`src/rtl/cipher_lsb_embed.sv`:
```
// Hides 64-bit cipher blocks in the LSBs of a pixel stream. One block can wait in a
// pending register while another is being embedded, so consecutive blocks need no bubble.
module cipher_lsb_embed #(
  parameter int unsigned PIX_W = 8,
  parameter int unsigned LSB_N = 1
) (
  input  logic             clk,
  input  logic             rst_n,
  input  logic             blk_valid,
  input  logic [1:64]      blk_data,
  output logic             blk_ready,
  input  logic             bypass,
  input  logic             pix_in_valid,
  input  logic [PIX_W-1:0] pix_in,
  output logic             pix_in_ready,
  output logic             pix_out_valid,
  output logic [PIX_W-1:0] pix_out,
  output logic             pix_out_emb,
  input  logic             pix_out_ready,
  output logic             busy,
  output logic [15:0]      blk_count
);

  localparam int unsigned NPix = 64 / LSB_N;
  localparam int unsigned CntW = $clog2(NPix);
  localparam logic [CntW-1:0] CntLast = CntW'(NPix - 1);

  typedef enum logic {StIdle, StEmbed} state_e;

  state_e           state_q;
  logic             pend_v_q;
  logic [63:0]      pend_data_q;
  logic [63:0]      act_data_q;
  logic [CntW-1:0]  cnt_q;
  logic             pix_out_valid_q;
  logic [PIX_W-1:0] pix_out_q;
  logic             pix_out_emb_q;
  logic [15:0]      blk_count_q;

  logic             act_v;
  logic             blk_acc;
  logic             pix_acc;
  logic [LSB_N-1:0] emb_bits;
  logic [PIX_W-1:0] stego_pix;

  assign act_v     = (state_q == StEmbed);
  assign blk_acc   = blk_valid & ~pend_v_q;
  assign pix_acc   = pix_in_valid & pix_in_ready;
  // Bit 63 holds DES bit 1, so the next bits to embed always sit at the top.
  assign emb_bits  = act_data_q[63 -: LSB_N];
  assign stego_pix = {pix_in[PIX_W-1:LSB_N], emb_bits};

  assign blk_ready     = ~pend_v_q;
  assign pix_in_ready  = (~pix_out_valid_q | pix_out_ready) & (act_v | bypass);
  assign pix_out_valid = pix_out_valid_q;
  assign pix_out       = pix_out_q;
  assign pix_out_emb   = pix_out_emb_q;
  assign busy          = act_v | pend_v_q;
  assign blk_count     = blk_count_q;

  always_ff @(posedge clk or negedge rst_n) begin
    if (!rst_n) begin
      state_q         <= StIdle;
      pend_v_q        <= 1'b0;
      pend_data_q     <= '0;
      act_data_q      <= '0;
      cnt_q           <= '0;
      pix_out_valid_q <= 1'b0;
      pix_out_q       <= '0;
      pix_out_emb_q   <= 1'b0;
      blk_count_q     <= '0;
    end else begin
      if (pix_acc) begin
        pix_out_valid_q <= 1'b1;
        pix_out_q       <= act_v ? stego_pix : pix_in;
        pix_out_emb_q   <= act_v;
      end else if (pix_out_ready) begin
        pix_out_valid_q <= 1'b0;
      end

      // Accept only into an empty pending slot; the loads below only run with it full.
      if (blk_acc) begin
        pend_v_q    <= 1'b1;
        pend_data_q <= blk_data;
      end

      case (state_q)
        StIdle: begin
          if (pend_v_q) begin
            state_q    <= StEmbed;
            act_data_q <= pend_data_q;
            cnt_q      <= '0;
            pend_v_q   <= 1'b0;
          end
        end
        StEmbed: begin
          if (pix_acc) begin
            act_data_q <= act_data_q << LSB_N;
            cnt_q      <= cnt_q + 1'b1;
            if (cnt_q == CntLast) begin
              blk_count_q <= blk_count_q + 16'd1;
              cnt_q       <= '0;
              if (pend_v_q) begin
                act_data_q <= pend_data_q;
                pend_v_q   <= 1'b0;
              end else begin
                state_q <= StIdle;
              end
            end
          end
        end
        default: state_q <= StIdle;
      endcase
    end
  end

endmodule
```
`config.mk`:
```
export PLATFORM = sky130hd
export DESIGN_NAME = cipher_lsb_embed
export DESIGN_NICKNAME = d
export VERILOG_FILES = /design/src/rtl/cipher_lsb_embed.sv
export SDC_FILE = /design/constraint.sdc
export NUM_CORES = 1
export LEC_CHECK = 0
export ABC_AREA = 1
export ABC_CLOCK_PERIOD_IN_PS = 2100
export CORE_MARGIN = 1.5
export CORE_UTILIZATION = 55
export DETAILED_ROUTE_END_ITERATION = 10
export PLACE_DENSITY = 0.84
export SETUP_SLACK_MARGIN = 0.5
export SLEW_MARGIN = 10
export SYNTH_ARGS = -nofsm -noshare
export SYNTH_HDL_FRONTEND = slang
export SYNTH_SLANG_ARGS = --single-unit
```
`constraint.sdc`:
```
create_clock -name clk -period 2.1 [get_ports clk]
set_input_delay 0.63 -clock clk [delete_from_list [all_inputs] [get_ports clk]]
set_output_delay 0.63 -clock clk [all_outputs]
set_load 0.02 [all_outputs]
```
* Word-level counts from Yosys, hierarchy flattened
Cells that the tools add are included.
** Word-level totals
- Bits in registers :: 162
- Output and inout bits :: 29
- Logic and storage cells :: 47
** Cells by class
- Add/sub/neg operators :: 2
- Eq/ne operators :: 3
- Mux-type cells :: 21
- Bitwise operators :: 9
- Reduce and logical (&&, ||, !) cells :: 3
** Operator list (number)
- $mux W64 :: 4
- $pmux W64 S2 :: 1
- $mux W6 :: 3
- $add A16 B1 Y16 const B :: 1
- $pmux W6 S2 :: 1
- $mux W1 :: 10
- $add A6 B1 Y6 const B :: 1
- $eq A6 B6 Y1 const B :: 1
- $pmux W1 S2 :: 2
- $and A1 B1 Y1 :: 3
- $not A1 Y1 :: 3
- $or A1 B1 Y1 :: 3
- $reduce_and A3 Y1 :: 1
- $ne A2 B1 Y1 const B :: 1
- $ne A2 B2 Y1 const B :: 1
- $reduce_and A2 Y1 :: 1
- $reduce_bool A2 Y1 :: 1

* Longest topological paths before layout
Gate-level depths: netlist of run 1.
- Word-level depth :: 7
- Depth in mapped cells :: 12

* Worst setup path after synthesis of run 1
Ideal clock, no wire load.
- Path kind :: reg-to-output
- From :: register state_q, in the netlist act_v
- To :: output port busy
- Arrival :: 1.097 ns
- Required time :: 1.470 ns
- Path slack :: 0.373 ns
- Stages on the path, launching flop included :: 6
- Path buffers :: 3
- Path through :: dfrtp_1 -> buf_4 -> inv_2 -> buf_2 -> buf_2 -> nand2_1
** Between the ends
- Word-level cells in the longest chain between the ends :: 1
** Ends and longest elaborated chain
- start, declared :: line 30 : state_e state_q;
- start signal, assigned :: line 63 : state_q <= StIdle;
- start signal, assigned :: line 90 : state_q <= StEmbed;
- start signal, assigned :: line 107 : state_q <= StIdle;
- $or A1 B1 Y1 :: line 58 : assign busy = act_v | pend_v_q;
- end, declared :: line 20 : output logic busy,
Every way passes these cells.

* Final worst setup path of run 1
- From :: register state_q, in the netlist act_v
- To :: register act_data_q[52]
** Between the ends
- Word-level cells in the longest chain between the ends :: 5
- Elaborated cells between the ends (all ways) :: 8
** Ends and longest elaborated chain
- $or A1 B1 Y1 :: line 54 : assign pix_in_ready = (~pix_out_valid_q | pix_out_ready) & (act_v | bypass);
- $and A1 B1 Y1 :: line 54
- $and A1 B1 Y1 :: line 48 : assign pix_acc = pix_in_valid & pix_in_ready;
- $ne A2 B1 Y1 (no source line)
- $reduce_and A2 Y1 (no source line)
- end signal, assigned :: line 91 : act_data_q <= pend_data_q;
- end signal, assigned :: line 98 : act_data_q <= act_data_q << LSB_N;
- end signal, assigned :: line 104 : act_data_q <= pend_data_q;
- end, declared :: line 33 : logic [63:0] act_data_q;
Parallel ways exist; a longest one is shown, timed or not.
A chain may end at the register's enable or synchronous reset.

==> results.yml, run 1 <==
synthesis:
  syn-instance-count: 994
  synthesis.nets: 1074
  synth_enable_flop_cells: 0
  cell_variety_after_synth: 25
  synth_seq_area_share_pct: 53.4
  ys.warnings.count: 0
  ys_ff_latch: 162
  commonest_register_cell_after_synthesis: "sky130_fd_sc_hd__dfrtp_1"
  synth_area_sq_mm: 0.00759
  syn-mean-instance-area_sq_um: 7.64
  postSynth.asyncResetShare_pct: 100
global_routing:
  grt_use_total_pct: 27.5
  grt_first_pass_wirelength_microns: 31600
  grt_pass1_vias: 6746
  overflow: 0
  largest_net_degree_at_the_start_of_global_routing: 50
  grt_antenna_before_repair: 0
floorplanning:
  initial_core_utilization_pct: 56.9
  core_region_area_sq_mm: 0.0133
  floorplan.die.width_microns: 120
  ios: 107
  die-height_microns: 120
  die_area_sq_mm: 0.0145
  placementRows: 42
hold_path:
  min-delay-path-class: "input pin to asynchronous set/reset pin"
clock_tree:
  insertion_delay_ns: 0.44
  numCtsBuffers: 17
  h-tree-depth: 4
  root_buffer_master: "sky130_fd_sc_hd__clkbuf_16"
  cts.clk_slew.worst_paths_ns: 0.07
  cts_tree: "yes"
  clock-sinks: 162
  hold_buffers: 0
  clockBufferDepth: 2
sta:
  tightestPinTransition_ns: 0.442
  hold_ws_ns: 0.110
  max-slew-margin-rel_pct: 70.6
  grt_setup_unrepaired: "true"
  fmax_mhz: 515
  report.final.hold_viol_count: 0
  report.final.slew_viol_count: 0
  fin_worst_skew_ns: 0.0128
  finalSetupTns_ns: 0
  post-route-min-period_ns: 1.94
  post-route-period-util_pct: 92.4
  setup-violations-final: 0
critical_path:
  worstPathArrival_ns: 2.26
  timing.critical_path.from_type: "register"
  critical_path_peak_fanout: 8
  critical_path_type: "register to register"
  setup.worst_path.end_class: "register"
  worst_ep_required_time_ns: 2.42
  r2r_setup_slack_ns: 0.16
pwr:
  power_density_mw_per_mm2: 767
  p_leak_nw: 5.88
  vdd.ir_drop.worst_mv: 0.656
detailed_routing:
  routed_wirelength_normalized_by_instance_count_microns: 19.3
  detailroute.via_count: 7839
  drt-total-wl_microns: 26200
  vias_per_cell: 5.77
  drc: 0
  first_pass_iters: 7
  antenna_violating_nets_post_route: 0
  drtIter0Drc: 804
layout:
  num_antenna_cells: 0
  syn_to_final_growth_pct: 47.3
  finish.utilization_pct: 83.7
  fillCellCount: 650
  layout-drive-gt1-share_pct: 24.8
  final_net_count: 1249
  finalInstanceArea_sq_mm: 0.0112
placed_design:
  post_dp_cell_area_sq_mm: 0.00900
  post_detailed_placement_half_perimeter_wirelength_microns: 10800
  gpl.final_weighted_congestion: 0.802
  io_buffers: 106
run_status:
  run_status: "finished clean"
flow_run:
  drv_cap: 0
[synthesized netlist by cell type, drive strengths merged (2+ instances only)]
library cell / number / area share (%)
nand2: 363 / 18
nor2: 155 / 8.0
dfrtp: 162 / 53
buf: 27 / 2.5
a21oi: 63 / 4.2
clkbuf: 24 / 1.2
nand3: 76 / 5.0
inv: 90 / 4.5
xor2: 4 / 0.46
xnor2: 2 / 0.23
o21ai: 17 / 1.1
nand4: 6 / 0.49
ha: 2 / 0.33
[worst paths after layout]
path                                                 start                    endpoint  cells after the start
worst min register to register  act_data_q[30]$_DFFE_PN0P_  act_data_q[30]$_DFFE_PN0P_                      2
max in group asynchronous                            rst_n    blk_count[2]$_DFFE_PN0P_                      2
worst min-delay path                                 rst_n    blk_count[6]$_DFFE_PN0P_                      1
min in group clk                act_data_q[30]$_DFFE_PN0P_  act_data_q[30]$_DFFE_PN0P_                      2
worst max register to register             act_v$_DFF_PN0_  act_data_q[52]$_DFFE_PN0P_                     13
worst max-delay path                       act_v$_DFF_PN0_  act_data_q[52]$_DFFE_PN0P_                     13
[final cells by class]
type	count	area [sq um]	share of cell area (%)
Multi-Input combinational cell	691	3530	31.6
Inverter	90	358	3.20
Timing Repair Buffer	206	2420	21.6
Clock buffer	21	470	4.21
Clock inverter	11	110	0.985
Sequential cell	162	4060	36.3
Tap cell	176	220	1.97
Timing Repair inverter	1	11.3	0.101
[sequential cells by signal, summed over array words and instances, names as in the netlist]
register       count
act_data_q        64
pend_data_q       64
blk_count         16
pix_out            8
cnt_q              6
act_v              1
pend_v_q           1
pix_out_emb        1
pix_out_valid      1
[cell usage in the layout, fill, tap and decap left out, drive strengths merged]
master	Yosys	routed
clkinv	0	8
inv	90	90
mux2	1	1
xor2	4	4
nand3	76	76
nor2	155	155
dlymetal6s2s	0	1
nand4	6	6
clkbuf	24	32
clkdlybuf4s15	0	2
xnor2	2	2
ha	2	2
o31ai	1	1
nand2	363	363
dfrtp	162	162
buf	27	119
a21oi	63	63
clkinvlp	0	2
o21ai	17	17
nor3	1	1
clkdlybuf4s50	0	73
bufinv	0	2
[stage by stage]
step	power [mW]	instances	setup slack [ns]
final	8.57	1358	0.160
after CTS	8.09	1325	0.256
after detailed placement	4.95	1257	-0.466
after floorplan	4.44	994	0.502
after global placement	4.88	1257	-0.463
after global routing	8.85	1358	0.126
[power breakdown]
group	leakage [nW]	total, mW	internal, mW	switching, mW
registers	2.00	3.79	3.58	0.208
clock network	0.288	3.15	1.83	1.32
logic	3.60	1.64	0.723	0.914
total	5.88	8.57	6.14	2.44
[layer usage]
layer  up-vias  share of wire (%)  global-route usage (%)
met4         0                6.3                    12.3
met1      3702                 35                    33.8
met5         -                  0                       0
met3       170                8.2                    4.43
met2       565                 51                    47.8
li1       3402                  -                       -
[worst max-delay path: stages, from the launching register on]
cell                        delay, ns
sky130_fd_sc_hd__dfrtp_1         0.36
sky130_fd_sc_hd__inv_2           0.08
sky130_fd_sc_hd__nand2_4         0.09
sky130_fd_sc_hd__nand2_4         0.06
sky130_fd_sc_hd__buf_4           0.13
sky130_fd_sc_hd__buf_6           0.10
sky130_fd_sc_hd__buf_6           0.11
sky130_fd_sc_hd__nor2_8          0.11
sky130_fd_sc_hd__nand2_4         0.10
sky130_fd_sc_hd__nand2_8         0.14
sky130_fd_sc_hd__clkinv_8        0.12
sky130_fd_sc_hd__clkbuf_16       0.19
sky130_fd_sc_hd__nand2_1         0.12
sky130_fd_sc_hd__nand2_2         0.08
[logic make-up (layout without fill, tap and decap cells)]
| family | after synthesis | after routing | synth area share, % |
|---|---|---|---|
| AOI/OAI and AO/OA | 81 | 81 | 5.37 |
| xor gates and xnor gates | 6 | 6 | 0.692 |
| adders and majority gates | 2 | 2 | 0.330 |
| buffers and inverters | 141 | 329 | 8.14 |
| DFF | 162 | 162 | 53.4 |
| muxes | 1 | 1 | 0.148 |
| and+or+nand+nor | 601 | 601 | 31.9 |
[repair_timing]
item	in CTS	in global routing
setup buffers	31	18
setup endpoints to repair	117	116
gates cloned	5	15
pin swaps	5	85
resized for setup	178	185
(Power assumes the default switching activity.)
==> inputs of run 2 (changes only) <==
- SLEW_MARGIN: 10 -> not set
==> results of run 2 <==
Final layout, timing and power as in run 1 (identical DEF).
==> inputs of run 3 (changes only) <==
- SKIP_CTS_REPAIR_TIMING: not set -> 1
==> results.yml, run 3 (same netlist as run 1, synthesis figures left out) <==
pwr:
  finalPower_mw: 8.29
  power_density_mw_per_mm2: 766
  share_seq_of_total_power_pct: 45.7
  net-switching-power_mw: 2.33
  share_clk_of_total_power_pct: 37.2
  vdd.ir_drop.worst_mv: 0.506
  pwr-share-comb_pct: 17.1
  p_leak_nw: 5.91
  p_sw_share_pct: 28.1
  power_report.internal_total_mw: 5.96
layout:
  register_area_sq_mm: 0.00407
  fillCellCount: 761
  finish.utilization_pct: 81.1
  num_antenna_cells: 0
  area_of_combinational_cells_with_multiple_inputs_sq_mm: 0.00354
  mostFrequentLayoutCells: "sky130_fd_sc_hd__nand2_1, sky130_fd_sc_hd__dfrtp_1, sky130_fd_sc_hd__nor2_1"
  layout_commonest_cell: "sky130_fd_sc_hd__nand2_1"
  syn_to_final_growth_pct: 42.7
  final_net_count: 1228
  layout-drive-gt1-share_pct: 23.9
clock_tree:
  numCtsBuffers: 17
  cts.clk_slew.worst_paths_ns: 0.06
  h-tree-depth: 4
  insertion_delay_ns: 0.43
  clockBufferDepth: 2
  root_buffer_master: "sky130_fd_sc_hd__clkbuf_16"
  clock-sinks: 162
  cts_tree: "yes"
critical_path:
  r2r_cells: 8
  r2r_setup_slack_ns: 0.34
  critical_path_type: "register to primary output"
  slowest_stage: "sky130_fd_sc_hd__dfrtp_1"
  setup.worst_path.end_class: "primary output"
  cp_num_cells: 5
  rr_startpoint: "act_v$_DFF_PN0_"
  largest_stage_delay_on_the_critical_path_ns: 0.40
  worst_ep_required_time_ns: 1.47
  critical_path.startpoint: "act_v$_DFF_PN0_"
  critPathTopFamily: "flip-flops"
  critical_path_peak_fanout: 4
  timing.critical_path.from_type: "register"
  series_of_cell_instances_along_the_critical_path: "inv_2 -> nand2_4 -> nand2_4 -> inv_2 -> buf_6"
  worstPathArrival_ns: 1.23
  critPathBufInv: 3
floorplanning:
  initial_core_utilization_pct: 56.9
  core_region_area_sq_mm: 0.0133
  ios: 107
  die-height_microns: 120
  placementRows: 42
  floorplan.die.width_microns: 120
  die_area_sq_mm: 0.0145
sta:
  grt_setup_unrepaired: "true"
  fmax_mhz: 537
  post-route-period-util_pct: 88.7
  setup-violations-final: 0
  post-route-min-period_ns: 1.86
  fin_worst_skew_ns: 0.00659
  tightestPinTransition_ns: 0.532
  report.final.hold_viol_count: 0
  fin_ws_ns: 0.238
  report.final.slew_viol_count: 0
  max-slew-margin-rel_pct: 64.5
detailed_routing:
  drtIter0Drc: 728
  antenna_violating_nets_post_route: 0
  first_pass_iters: 8
  routed_wirelength_normalized_by_instance_count_microns: 16.9
  drt-total-wl_microns: 22600
  vias_per_cell: 5.50
  drc: 0
  detailroute.via_count: 7348
placed_design:
  io_buffers: 106
  post_detailed_placement_half_perimeter_wirelength_microns: 10800
  dp_slack_ns: -0.466
  gpl.final_weighted_congestion: 0.802
run_status:
  run_status: "finished clean"
global_routing:
  largest_net_degree_at_the_start_of_global_routing: 50
  grt_first_pass_wirelength_microns: 28900
  grt_antenna_before_repair: 0
  grt_use_total_pct: 24.8
  overflow: 0
  grt_pass1_vias: 6259
flow_run:
  drv_cap: 0
hold_path:
  min-delay-path-class: "input pin to asynchronous set/reset pin"
-- run 3: layout make-up --
cell class,count,area share [%]
Inverter,90,3.21
Multi-Input combinational cell,692,32.7
Clock buffer,21,4.34
Clock inverter,11,1.02
Tap cell,176,2.03
Timing Repair Buffer,185,19.2
Sequential cell,162,37.5
-- run 3: final timing paths --
path                                              endpoint
max in group asynchronous         blk_count[5]$_DFFE_PN0P_
worst min register to register  act_data_q[54]$_DFFE_PN0P_
worst max register to register    blk_count[7]$_DFFE_PN0P_
worst min-delay path              blk_count[6]$_DFFE_PN0P_
worst max-delay path                          pix_in_ready
min in group clk                act_data_q[54]$_DFFE_PN0P_
-- run 3: power groups by stage --
| stage | sequential, mW | clock [mW] | combinational, mW |
|---|---|---|---|
| after CTS | 3.75 | 3.08 | 1.16 |
| after detailed placement | 3.80 | 0 | 1.15 |
| after global routing | 3.82 | 3.26 | 1.55 |
| after global placement | 3.78 | 0 | 1.10 |
| final | 3.79 | 3.09 | 1.42 |
| after floorplan | 3.79 | 0 | 0.647 |
-- run 3: metrics by stage --
step	hold WS, ns	instances	area (sq um)	TNS [ns]
floorplan	0.334	994	7630	0
global placement	0.454	1257	9000	-12.23
detailed placement	0.459	1257	9000	-13.92
CTS	0.124	1289	9590	-1.30
global route	0.120	1337	10800	0
finish	0.104	1337	10800	0
-- run 3: metal layers --
metal,part of all wire [%],up-vias,GRT usage (%)
met5,0,-,0
met4,4.4,0,10.2
met3,6.2,86,4.53
met2,53,359,42.0
met1,37,3540,31.4
li1,-,3363,-
